`src/rtl/vend_pkg.sv`:
```
// Shared definitions for the vending-core arbiter: product and result codes,
// arbiter state encoding and the core-response decode.
package vend_pkg;

   localparam logic [1:0] PROD_APPLE  = 2'd0;
   localparam logic [1:0] PROD_BANANA = 2'd1;
   localparam logic [1:0] PROD_CARROT = 2'd2;
   localparam logic [1:0] PROD_DATE   = 2'd3;

   localparam logic [2:0] RSP_APPLE   = {1'b0, PROD_APPLE};
   localparam logic [2:0] RSP_BANANA  = {1'b0, PROD_BANANA};
   localparam logic [2:0] RSP_CARROT  = {1'b0, PROD_CARROT};
   localparam logic [2:0] RSP_DATE    = {1'b0, PROD_DATE};
   localparam logic [2:0] RSP_ERROR   = 3'd4;
   localparam logic [2:0] RSP_TIMEOUT = 3'd5;

   typedef enum logic [1:0] {
      IDLE    = 2'd0,
      WAIT    = 2'd1,
      RELEASE = 2'd2
   } state_t;

   // Error beats any dispense; among dispenses the lowest product code wins.
   function automatic logic [2:0] resp_code(input logic err, input logic apple,
                                            input logic banana, input logic carrot);
      if (err)         return RSP_ERROR;
      else if (apple)  return RSP_APPLE;
      else if (banana) return RSP_BANANA;
      else if (carrot) return RSP_CARROT;
      else             return RSP_DATE;
   endfunction

endpackage

```
`src/rtl/vend_arbiter_rr_pick.sv`:
```
// Combinational round-robin selector: first set req bit at or above ptr,
// wrapping modulo NUM_REQ.
module rr_pick #(
   parameter int  NUM_REQ = 4,
   localparam int IW      = $clog2(NUM_REQ)
) (
   input  logic [NUM_REQ-1:0] req,
   input  logic [IW-1:0]      ptr,
   output logic               valid,
   output logic [IW-1:0]      idx
);

   int            c;
   logic [IW-1:0] cand;

   // NOTE: every variable written here gets a default first, so no path leaves
   // a value unassigned and no latch is inferred.
   always_comb begin
      valid = 1'b0;
      idx   = '0;
      c     = 0;
      cand  = '0;
      // Scan farthest-first so the candidate closest to ptr is written last.
      for (int k = NUM_REQ - 1; k >= 0; k--) begin
         c = int'(ptr) + k;
         if (c >= NUM_REQ) c = c - NUM_REQ;
         cand = IW'(c);
         if (req[cand]) begin
            valid = 1'b1;
            idx   = cand;
         end
      end
   end

endmodule

```
`src/rtl/vend_arbiter.sv`:
```
// Round-robin front end sharing one PurchaseManager core between NUM_REQ kiosks;
// every output is registered.
module vend_arbiter
   import vend_pkg::*;
#(
   parameter int NUM_REQ = 4,
   parameter int TIMEOUT = 16
) (
   input  logic                   clk,
   input  logic                   reset,
   input  logic [NUM_REQ-1:0]     req,
   input  logic [2*NUM_REQ-1:0]   req_product,
   input  logic [8*NUM_REQ-1:0]   req_credit,
   output logic [NUM_REQ-1:0]     gnt,
   output logic [NUM_REQ-1:0]     done,
   output logic [2:0]             rsp_code,
   output logic                   busy,
   output logic                   pm_buy,
   output logic [1:0]             pm_product,
   output logic [7:0]             pm_credit,
   input  logic                   pm_apple,
   input  logic                   pm_banana,
   input  logic                   pm_carrot,
   input  logic                   pm_date,
   input  logic                   pm_error
);

   localparam int IW = $clog2(NUM_REQ);
   localparam int CW = $clog2(TIMEOUT);
   localparam logic [IW-1:0] LAST_IDX = IW'(NUM_REQ - 1);
   localparam logic [CW-1:0] CNT_LAST = CW'(TIMEOUT - 1);

   state_t        state, state_n;
   logic [IW-1:0] ptr, ptr_n;
   logic [IW-1:0] owner, owner_n;
   logic [CW-1:0] cnt, cnt_n;

   logic [NUM_REQ-1:0] gnt_n, done_n;
   logic [2:0]         rsp_code_n;
   logic               busy_n, pm_buy_n;
   logic [1:0]         pm_product_n;
   logic [7:0]         pm_credit_n;

   logic          pick_valid;
   logic [IW-1:0] pick_idx;
   logic [1:0]    sel_product;
   logic [7:0]    sel_credit;
   logic          pm_any;

   rr_pick #(.NUM_REQ(NUM_REQ)) u_pick (
      .req   (req),
      .ptr   (ptr),
      .valid (pick_valid),
      .idx   (pick_idx)
   );

   always_comb begin
      sel_product = '0;
      sel_credit  = '0;
      for (int i = 0; i < NUM_REQ; i++) begin
         if (pick_idx == IW'(i)) begin
            sel_product = req_product[2*i +: 2];
            sel_credit  = req_credit[8*i +: 8];
         end
      end
   end

   assign pm_any = pm_error | pm_apple | pm_banana | pm_carrot | pm_date;

   always_comb begin
      state_n      = state;
      ptr_n        = ptr;
      owner_n      = owner;
      cnt_n        = cnt;
      gnt_n        = '0;
      done_n       = '0;
      rsp_code_n   = rsp_code;
      busy_n       = busy;
      pm_buy_n     = pm_buy;
      pm_product_n = pm_product;
      pm_credit_n  = pm_credit;
      case (state)
         IDLE: begin
            if (pick_valid) begin
               gnt_n[pick_idx] = 1'b1;
               pm_product_n    = sel_product;
               pm_credit_n     = sel_credit;
               pm_buy_n        = 1'b1;
               busy_n          = 1'b1;
               ptr_n           = (pick_idx == LAST_IDX) ? '0 : pick_idx + 1'b1;
               owner_n         = pick_idx;
               cnt_n           = '0;
               state_n         = WAIT;
            end
         end
         WAIT: begin
            cnt_n = cnt + 1'b1;
            if (pm_any || cnt == CNT_LAST) begin
               rsp_code_n    = pm_any ? resp_code(pm_error, pm_apple, pm_banana, pm_carrot)
                                      : RSP_TIMEOUT;
               pm_buy_n      = 1'b0;
               done_n[owner] = 1'b1;
               state_n       = RELEASE;
            end
         end
         RELEASE: begin
            pm_credit_n = '0;
            busy_n      = 1'b0;
            state_n     = IDLE;
         end
         default: state_n = IDLE;
      endcase
   end

   // NOTE: state registers use non-blocking assignments so every flop samples
   // the pre-edge values regardless of statement order.
   always_ff @(posedge clk or posedge reset) begin
      if (reset) begin
         state      <= IDLE;
         ptr        <= '0;
         owner      <= '0;
         cnt        <= '0;
         gnt        <= '0;
         done       <= '0;
         rsp_code   <= '0;
         busy       <= 1'b0;
         pm_buy     <= 1'b0;
         pm_product <= '0;
         pm_credit  <= '0;
      end else begin
         state      <= state_n;
         ptr        <= ptr_n;
         owner      <= owner_n;
         cnt        <= cnt_n;
         gnt        <= gnt_n;
         done       <= done_n;
         rsp_code   <= rsp_code_n;
         busy       <= busy_n;
         pm_buy     <= pm_buy_n;
         pm_product <= pm_product_n;
         pm_credit  <= pm_credit_n;
      end
   end

endmodule
```
`config.mk`:
```
export PLATFORM = sky130hd
export DESIGN_NAME = vend_arbiter
export DESIGN_NICKNAME = d
export VERILOG_FILES = /design/src/rtl/vend_pkg.sv /design/src/rtl/vend_arbiter_rr_pick.sv /design/src/rtl/vend_arbiter.sv
export SDC_FILE = /design/constraint.sdc
export NUM_CORES = 1
export LEC_CHECK = 0
export ABC_AREA = 1
export CORE_ASPECT_RATIO = 1.25
export CORE_MARGIN = 4
export CORE_UTILIZATION = 49
export CTS_BUF_LIST = sky130_fd_sc_hd__clkbuf_8
export DETAILED_ROUTE_END_ITERATION = 6
export GPL_ROUTABILITY_DRIVEN = 0
export GPL_TIMING_DRIVEN = 1
export HOLD_SLACK_MARGIN = 0.08
export PLACE_DENSITY = 0.89
export RECOVER_POWER = 25
export SETUP_SLACK_MARGIN = 0.3
export SKIP_CTS_REPAIR_TIMING = 1
export SYNTH_ARGS = -nofsm -noshare
export SYNTH_HDL_FRONTEND = slang
export SYNTH_SLANG_ARGS = --single-unit
export TNS_END_PERCENT = 5
```
`constraint.sdc`:
```
create_clock -name clk -period 7.11 [get_ports clk]
set_clock_uncertainty 0.1 [all_clocks]
set_input_delay 1.422 -clock clk [delete_from_list [all_inputs] [get_ports clk]]
set_output_delay 1.422 -clock clk [all_outputs]
set_load 0.005 [all_outputs]
```
==> Yosys cells after proc, flatten, opt, wreduce, memory -nomap -nowiden <==
Cells that the tools add are included.
W data, S select, Z words.
{ "totals": {"inputBits": 51, "regBits": 33, "output_inout_bits": 23, "elab_cells": 110} }
{ "classes": {"n_lt_le_gt_ge": 12, "addsub": 9, "bitwise_logic": 4, "muxes": 53, "reduce_logical": 13, "n_eq_ne": 8} }
{ "ops": {"columns": ["op", "count"], "rows": [
  ["$mux W8", 5],
  ["$mux W2", 17],
  ["$mux W4", 5],
  ["$lt A2 B3 Y1 const B", 6],
  ["$pmux W8 S2", 1],
  ["$mux W1", 13],
  ["$reduce_and A2 Y1", 5],
  ["$ge A3 B3 Y1 const B", 3],
  ["$bmux W1 S2", 4],
  ["$pmux W4 S2", 1],
  ["$sub A2 B1 Y2 const B", 4],
  ["$add A2 B2 Y3 const B", 2],
  ["$eq A2 B2 Y1 const B", 3],
  ["$mux W3", 2],
  ["$add A4 B1 Y4 const B", 1],
  ["$demux W1 S2", 2],
  ["$eq A2 B1 Y1 const B", 2],
  ["$eq A4 B4 Y1 const B", 1],
  ["$ge A2 B1 Y1 const B", 2],
  ["$logic_not A2 Y1", 2],
  ["$ne A2 B2 Y1 const B", 2],
  ["$or A1 B1 Y1", 4],
  ["$pmux W1 S2", 2],
  ["$pmux W2 S2", 1],
  ["7 further kinds", 9]
]} }

==> Logic depth before layout (Yosys ltp) <==
{ "depth": {"word_depth": 16, "ltp_mapped": 21, "mapped_depth_nobuf": 19} }

==> By module <==
A second synthesis with hierarchy kept.
{ "unflattened": {"cells_unflattened": 283, "area_unflattened_um2": 1973.1} }
{ "by_module_without_submodules": {"columns": ["module", "cells_per_inst", "seq_area_each_um2", "area_per_inst_um2", "instances"], "rows": [
  ["vend_arbiter", 237, 825.8, 1760.4, 1],
  ["rr_pick", 46, 0.0, 212.7, 1]
]} }

==> Least setup slack after synthesis <==
No wires, ideal clock.
{ "synth_timing": {"kind": "input-to-reg", "startpoint": "in req[0]", "endpoint": "reg pm_credit[2]", "arrival_time_ns": 3.046, "slack_ns": 3.847, "setup_time_ns": 0.117, "t_required_ns": 6.893, "stages": 18, "path_buffers": 1, "cell_sequence": "nand2_1 nand2_2 nand2_2 nand2_4 o21ai_0 nand2_1 nand2_1 inv_1 ha_1 inv_1 buf_2 nand2_1 o211ai_1 nand3_1 o21ai_0 inv_1 nand3_1 nand2_1"} }
{ "synth_via": {"elab_chain_cells": 13} }
{ "synth_rtl": {"columns": ["item", "line_no", "text"], "rows": [
  ["from (decl)", "vend_arbiter.sv:11", "input logic [NUM_REQ-1:0] req,"],
  ["$bmux W1 S2", "vend_arbiter_rr_pick.sv:28", "if (req[cand]) begin"],
  ["$mux W1 (not written as such)", "vend_arbiter_rr_pick.sv:28", null],
  ["$mux W2 (3 in series)", "vend_arbiter_rr_pick.sv:28", null],
  ["$mux W2 (*)", "vend_arbiter_rr_pick.sv:28", null],
  ["net pick_idx[0]", "vend_arbiter.sv:45", "logic [IW-1:0] pick_idx;"],
  ["$logic_not A2 Y1", "vend_arbiter.sv:61", "if (pick_idx == IW'(i)) begin"],
  ["$mux W8 (3 in series)", "vend_arbiter.sv:61", null],
  ["$mux W8 (*)", "vend_arbiter.sv:61", null],
  ["$mux W8 (*)", "vend_arbiter.sv:84", "if (pick_valid) begin"],
  ["$pmux W8 S2 (*)", "vend_arbiter.sv:82", "case (state)"],
  ["to (signal assigned)", "vend_arbiter.sv:141", "pm_credit <= pm_credit_n;"],
  ["to (decl)", "vend_arbiter.sv:20", "output logic [7:0] pm_credit,"]
]} }
Mark *: on every way through the listed nets, which the timed path passes. The rest lies on a longest branch. The select of a mux whose other input is x is not followed.
A chain may end at the register's enable or synchronous reset.

==> Final worst setup path <==
{ "layout_timing": {"startpoint": "in req[0]", "endpoint": "reg pm_credit[1]"} }
{ "layout_via": {"elab_chain_cells": 13} }
{ "layout_rtl": {"columns": ["item", "line_no"], "rows": [
  ["$bmux W1 S2", "vend_arbiter_rr_pick.sv:28"],
  ["$mux W1 (not written as such)", "vend_arbiter_rr_pick.sv:28"],
  ["$mux W2 (4 in series)", "vend_arbiter_rr_pick.sv:28"],
  ["$logic_not A2 Y1", "vend_arbiter.sv:61"],
  ["$mux W8 (4 in series)", "vend_arbiter.sv:61"],
  ["$mux W8", "vend_arbiter.sv:84"],
  ["$pmux W8 S2", "vend_arbiter.sv:82"]
]} }
Parallel ways exist; a longest one is shown, timed or not. The select of a mux whose other input is x is not followed.

==> impl_metrics.prom <==
# TYPE chip_impl_metric gauge
chip_impl_metric{name="postSynthAreaPerCell",unit="sq um"} 7.33
chip_impl_metric{name="worst-endpoint-required",unit="ns"} 7.19
chip_impl_metric{name="finalWorstSetupSlack",unit="ns"} 3.24
chip_impl_info{name="most-common-layout-cells",value="93 x nand2_1, 72 x clkdlybuf4s50_1, 33 x dfrtp_1"} 1
chip_impl_metric{name="synth_cell_types",unit=""} 27
chip_impl_metric{name="layout_min_cycle_time",unit="ns"} 3.87
chip_impl_info{name="critical-path-top-delay-family",value="simple AND/OR/NAND/NOR gates"} 1
chip_impl_metric{name="wl_met3",unit="microns"} 441
chip_impl_metric{name="fp-row-count",unit=""} 25
chip_impl_info{name="failed_checks",value="capacitance limit, slew limit"} 1
chip_impl_metric{name="critical_path_depth",unit=""} 17
chip_impl_info{name="cts_tree",value="done"} 1
chip_impl_metric{name="ir_worst_vdd",unit="V"} 0.000220
chip_impl_metric{name="worstMarginPinSlew",unit="ns"} 1.76
chip_impl_metric{name="insertedDiodeCount",unit=""} 0
chip_impl_metric{name="drt_pre_antenna_iters",unit=""} 4
chip_impl_metric{name="critical_path_buffers_and_inverters",unit=""} 3
chip_impl_metric{name="io-pin-count",unit=""} 74
chip_impl_metric{name="critPathMaxFanout",unit=""} 12
chip_impl_metric{name="mappedNetlistArea",unit="sq um"} 1970
chip_impl_metric{name="placement.setup.worst_slack",unit="ns"} 2.96
chip_impl_metric{name="clkSlewWorstSetupHoldPaths",unit="ns"} 0.07
chip_impl_metric{name="cts_htree_levels",unit=""} 2
chip_impl_info{name="worst_hold_startpoint",value="pm_credit[2]"} 1
chip_impl_metric{name="die_x",unit="microns"} 64.7
chip_impl_metric{name="dpl.hpwl",unit="microns"} 4020
chip_impl_info{name="path_cells",value="clkdlybuf4s50_1 > nand2_1 > nand2_2 > nand2_2 > nand2_4 > nand2_1 > nand2_1 > nand2_1 > nand2_1 > ha_1 > clkinv_1 > o211ai_1 > nand3_1 > o21ai_0 > inv_1 > nand3_1 > nand2_1"} 1
chip_impl_metric{name="fmax",unit="MHz"} 259
chip_impl_metric{name="global_route_wire_length_before_repair",unit="microns"} 8380
chip_impl_metric{name="holdPathStages",unit=""} 2
chip_impl_info{name="rsz_0062_raised_after_global_routing",value="false"} 1
chip_impl_metric{name="via_count_of_the_first_global_routing_pass",unit=""} 1900
chip_impl_metric{name="dieArea",unit="sq um"} 5110
chip_impl_metric{name="r2r_slack",unit="ns"} 4.20
chip_impl_metric{name="viasPerCell",unit=""} 5.05
chip_impl_info{name="top_layer",value="met4"} 1
chip_impl_metric{name="max_stage_delay",unit="ns"} 0.47
chip_impl_metric{name="seq_area_frac_synth",unit="%"} 41.9
chip_impl_metric{name="routed-via-count",unit=""} 2006
chip_impl_metric{name="timing.final.hold_violations",unit=""} 0
chip_impl_metric{name="globalRoute.totalOverflow",unit=""} 0
chip_impl_metric{name="synthesized_netlist_net_count",unit=""} 325
chip_impl_metric{name="detail_route.iter0.violations",unit=""} 161
chip_impl_metric{name="tritoncts.num_buffers",unit=""} 5
chip_impl_metric{name="nets",unit=""} 398
chip_impl_metric{name="async_set_or_reset_flop_fraction_in_the_synthesized_netlist",unit="%"} 100
chip_impl_info{name="clk_root_buffer_cell",value="clkbuf_8"} 1
chip_impl_info{name="r2r-end",value="pm_credit[1]"} 1
chip_impl_metric{name="wl_met1",unit="microns"} 2080
chip_impl_metric{name="yosysWarningCount",unit=""} 0
chip_impl_metric{name="post_synth_inst_count",unit=""} 269
chip_impl_metric{name="chipHeight",unit="microns"} 78.9
chip_impl_metric{name="worst-r2r-cell-count",unit=""} 16
chip_impl_metric{name="ys_ff_latch",unit=""} 33
chip_impl_metric{name="drt-total-wl",unit="microns"} 5220
chip_impl_metric{name="global_route.usage.total",unit="%"} 21.1
chip_impl_info{name="most_common_cell_after_layout_fill_and_taps_aside",value="nand2_1"} 1
chip_impl_info{name="worstHoldEndpoint",value="pm_credit[2]"} 1
chip_impl_metric{name="largest_net_degree_at_the_start_of_global_routing",unit=""} 34
chip_impl_info{name="run_status",value="finished with violations"} 1
chip_impl_metric{name="worst-endpoint-arrival",unit="ns"} 3.95
chip_impl_metric{name="nFillCells",unit=""} 294
chip_impl_info{name="startpoint_type_of_the_worst_setup_path",value="input pin"} 1
chip_impl_metric{name="port_buffers",unit=""} 73
chip_impl_metric{name="clock-sinks",unit=""} 33
chip_impl_metric{name="insertion_delay",unit="ns"} 0.28
chip_impl_info{name="critical_path_s_slowest_cell",value="clkdlybuf4s50_1"} 1
chip_impl_metric{name="final_setup_violation_count",unit=""} 0
chip_impl_info{name="path_common_cell",value="nand2_1"} 1
chip_impl_metric{name="area_growth_syn_to_layout",unit="%"} 42.0
chip_impl_metric{name="floorplan.core_area",unit="sq um"} 3850
chip_impl_metric{name="final_util",unit="%"} 72.8
chip_impl_metric{name="final_min_period_over_clock_period",unit="%"} 54.4
chip_impl_metric{name="setup-tns-final",unit="ns"} 0
chip_impl_metric{name="start_util",unit="%"} 51.3
chip_impl_info{name="holdCritPathClass",value="register to register"} 1
chip_impl_metric{name="antenna_found_initial",unit=""} 0
chip_impl_metric{name="static-leakage-power",unit="nW"} 1.39
chip_impl_info{name="endpoint_kind",value="register"} 1
chip_impl_info{name="reg2reg_from",value="ptr[0]"} 1
chip_impl_metric{name="drc_violations",unit=""} 0
chip_impl_info{name="crit_type",value="input pin to register"} 1
chip_impl_metric{name="post_detailed_route_wirelength_per_cell",unit="microns"} 13.2
chip_impl_metric{name="slew_headroom",unit="%"} -17.2
chip_impl_metric{name="ant_nets",unit=""} 0
chip_impl_metric{name="power",unit="mW"} 1.38
chip_impl_metric{name="powerDensity",unit="nW/um^2"} 493
chip_impl_metric{name="post_route_cells_drive_above_1_share",unit="%"} 9.04
chip_impl_metric{name="synth_edf_count",unit=""} 0
chip_impl_metric{name="maxCapViolations",unit=""} 1
chip_impl_metric{name="final_max_slew_viol_count",unit=""} 34
chip_impl_metric{name="routed-wl-met2",unit="microns"} 2660
chip_impl_info{name="ys_dominant_reg_cell",value="dfrtp_1"} 1
chip_impl_metric{name="clock_tree.buffer_depth",unit=""} 2
-- cell families after synthesis --
kind of cell    synth area share (%)
compound gates                  11.2
fa+ha+maj                       3.17
simple gates                    34.3
flops                           41.9
buf+inv                         9.45
-- layout make-up --
| class | instances | area [sq um] | share of cell area [%] |
|---|---|---|---|
| Clock buffer | 5 | 68.8 | 2.46 |
| Clock inverter | 3 | 17.5 | 0.626 |
| Inverter | 33 | 126 | 4.51 |
| Multi-Input combinational cell | 195 | 960 | 34.3 |
| Sequential cell | 33 | 826 | 29.5 |
| Tap cell | 54 | 67.6 | 2.41 |
| Timing Repair Buffer | 74 | 734 | 26.2 |
-- sequential cells by signal (all words and copies together) (netlist names) --
| register | flops |
|---|---|
| busy | 1 |
| cnt | 4 |
| done | 4 |
| gnt | 4 |
| owner | 2 |
| pm_buy | 1 |
| pm_credit | 8 |
| pm_product | 2 |
| ptr | 2 |
| rsp_code | 3 |
| state | 2 |
-- power by group --
| group | leakage [nW] | switching (mW) | internal (mW) |
|---|---|---|---|
| registers | 0.427 | 0.0516 | 0.267 |
| clock network | 0.0439 | 0.0726 | 0.0675 |
| logic | 0.919 | 0.560 | 0.361 |
| total | 1.39 | 0.684 | 0.695 |
-- worst max path at each step --
| stage | startpoint | end |
|---|---|---|
| 6_report | req[0] | pm_credit[1] |
| 5_1_grt | req[0] | pm_credit[1] |
| 4_1_cts | req[0] | pm_credit[1] |
| 3_5_place_dp | req[0] | pm_credit[1] |
| 3_3_place_gp | req[0] | pm_credit[1] |
| 2_1_floorplan | req[0] | pm_credit[2] |
-- synthesized netlist by cell type (all sizes together), types with 2 or more instances --
cell / count / area, sq um
nand3: 26 / 140
o21ai: 23 / 123
o211ai: 7 / 52.6
nor3: 5 / 30.0
a21oi: 5 / 25.0
nor2: 14 / 60.1
inv: 32 / 123
ha: 5 / 62.6
clkbuf: 2 / 7.51
nand2: 107 / 447
buf: 6 / 52.5
dfrtp: 33 / 826
-- metrics by stage --
stage	hold slack [ns]	instance area, sq um	std cells
floorplan	0.352	1970	269
global placement	0.361	2720	389
detailed placement	0.368	2720	389
CTS	0.386	2800	397
global route	0.417	2800	397
finish	0.381	2800	397
-- tightest hold or removal path: stages (launching register included) --
cell     delay [ns]
dfrtp_1        0.34
nand2_1        0.05
nand2_1        0.05
-- per-layer routing --
| metal | GRT usage [%] | vias up |
|---|---|---|
| met1 | 23.5 | 913 |
| met2 | 38.8 | 88 |
| li1 | - | 999 |
| met5 | 0 | - |
| met3 | 5.66 | 6 |
| met4 | 5.92 | 0 |
(Power assumes the default switching activity.)
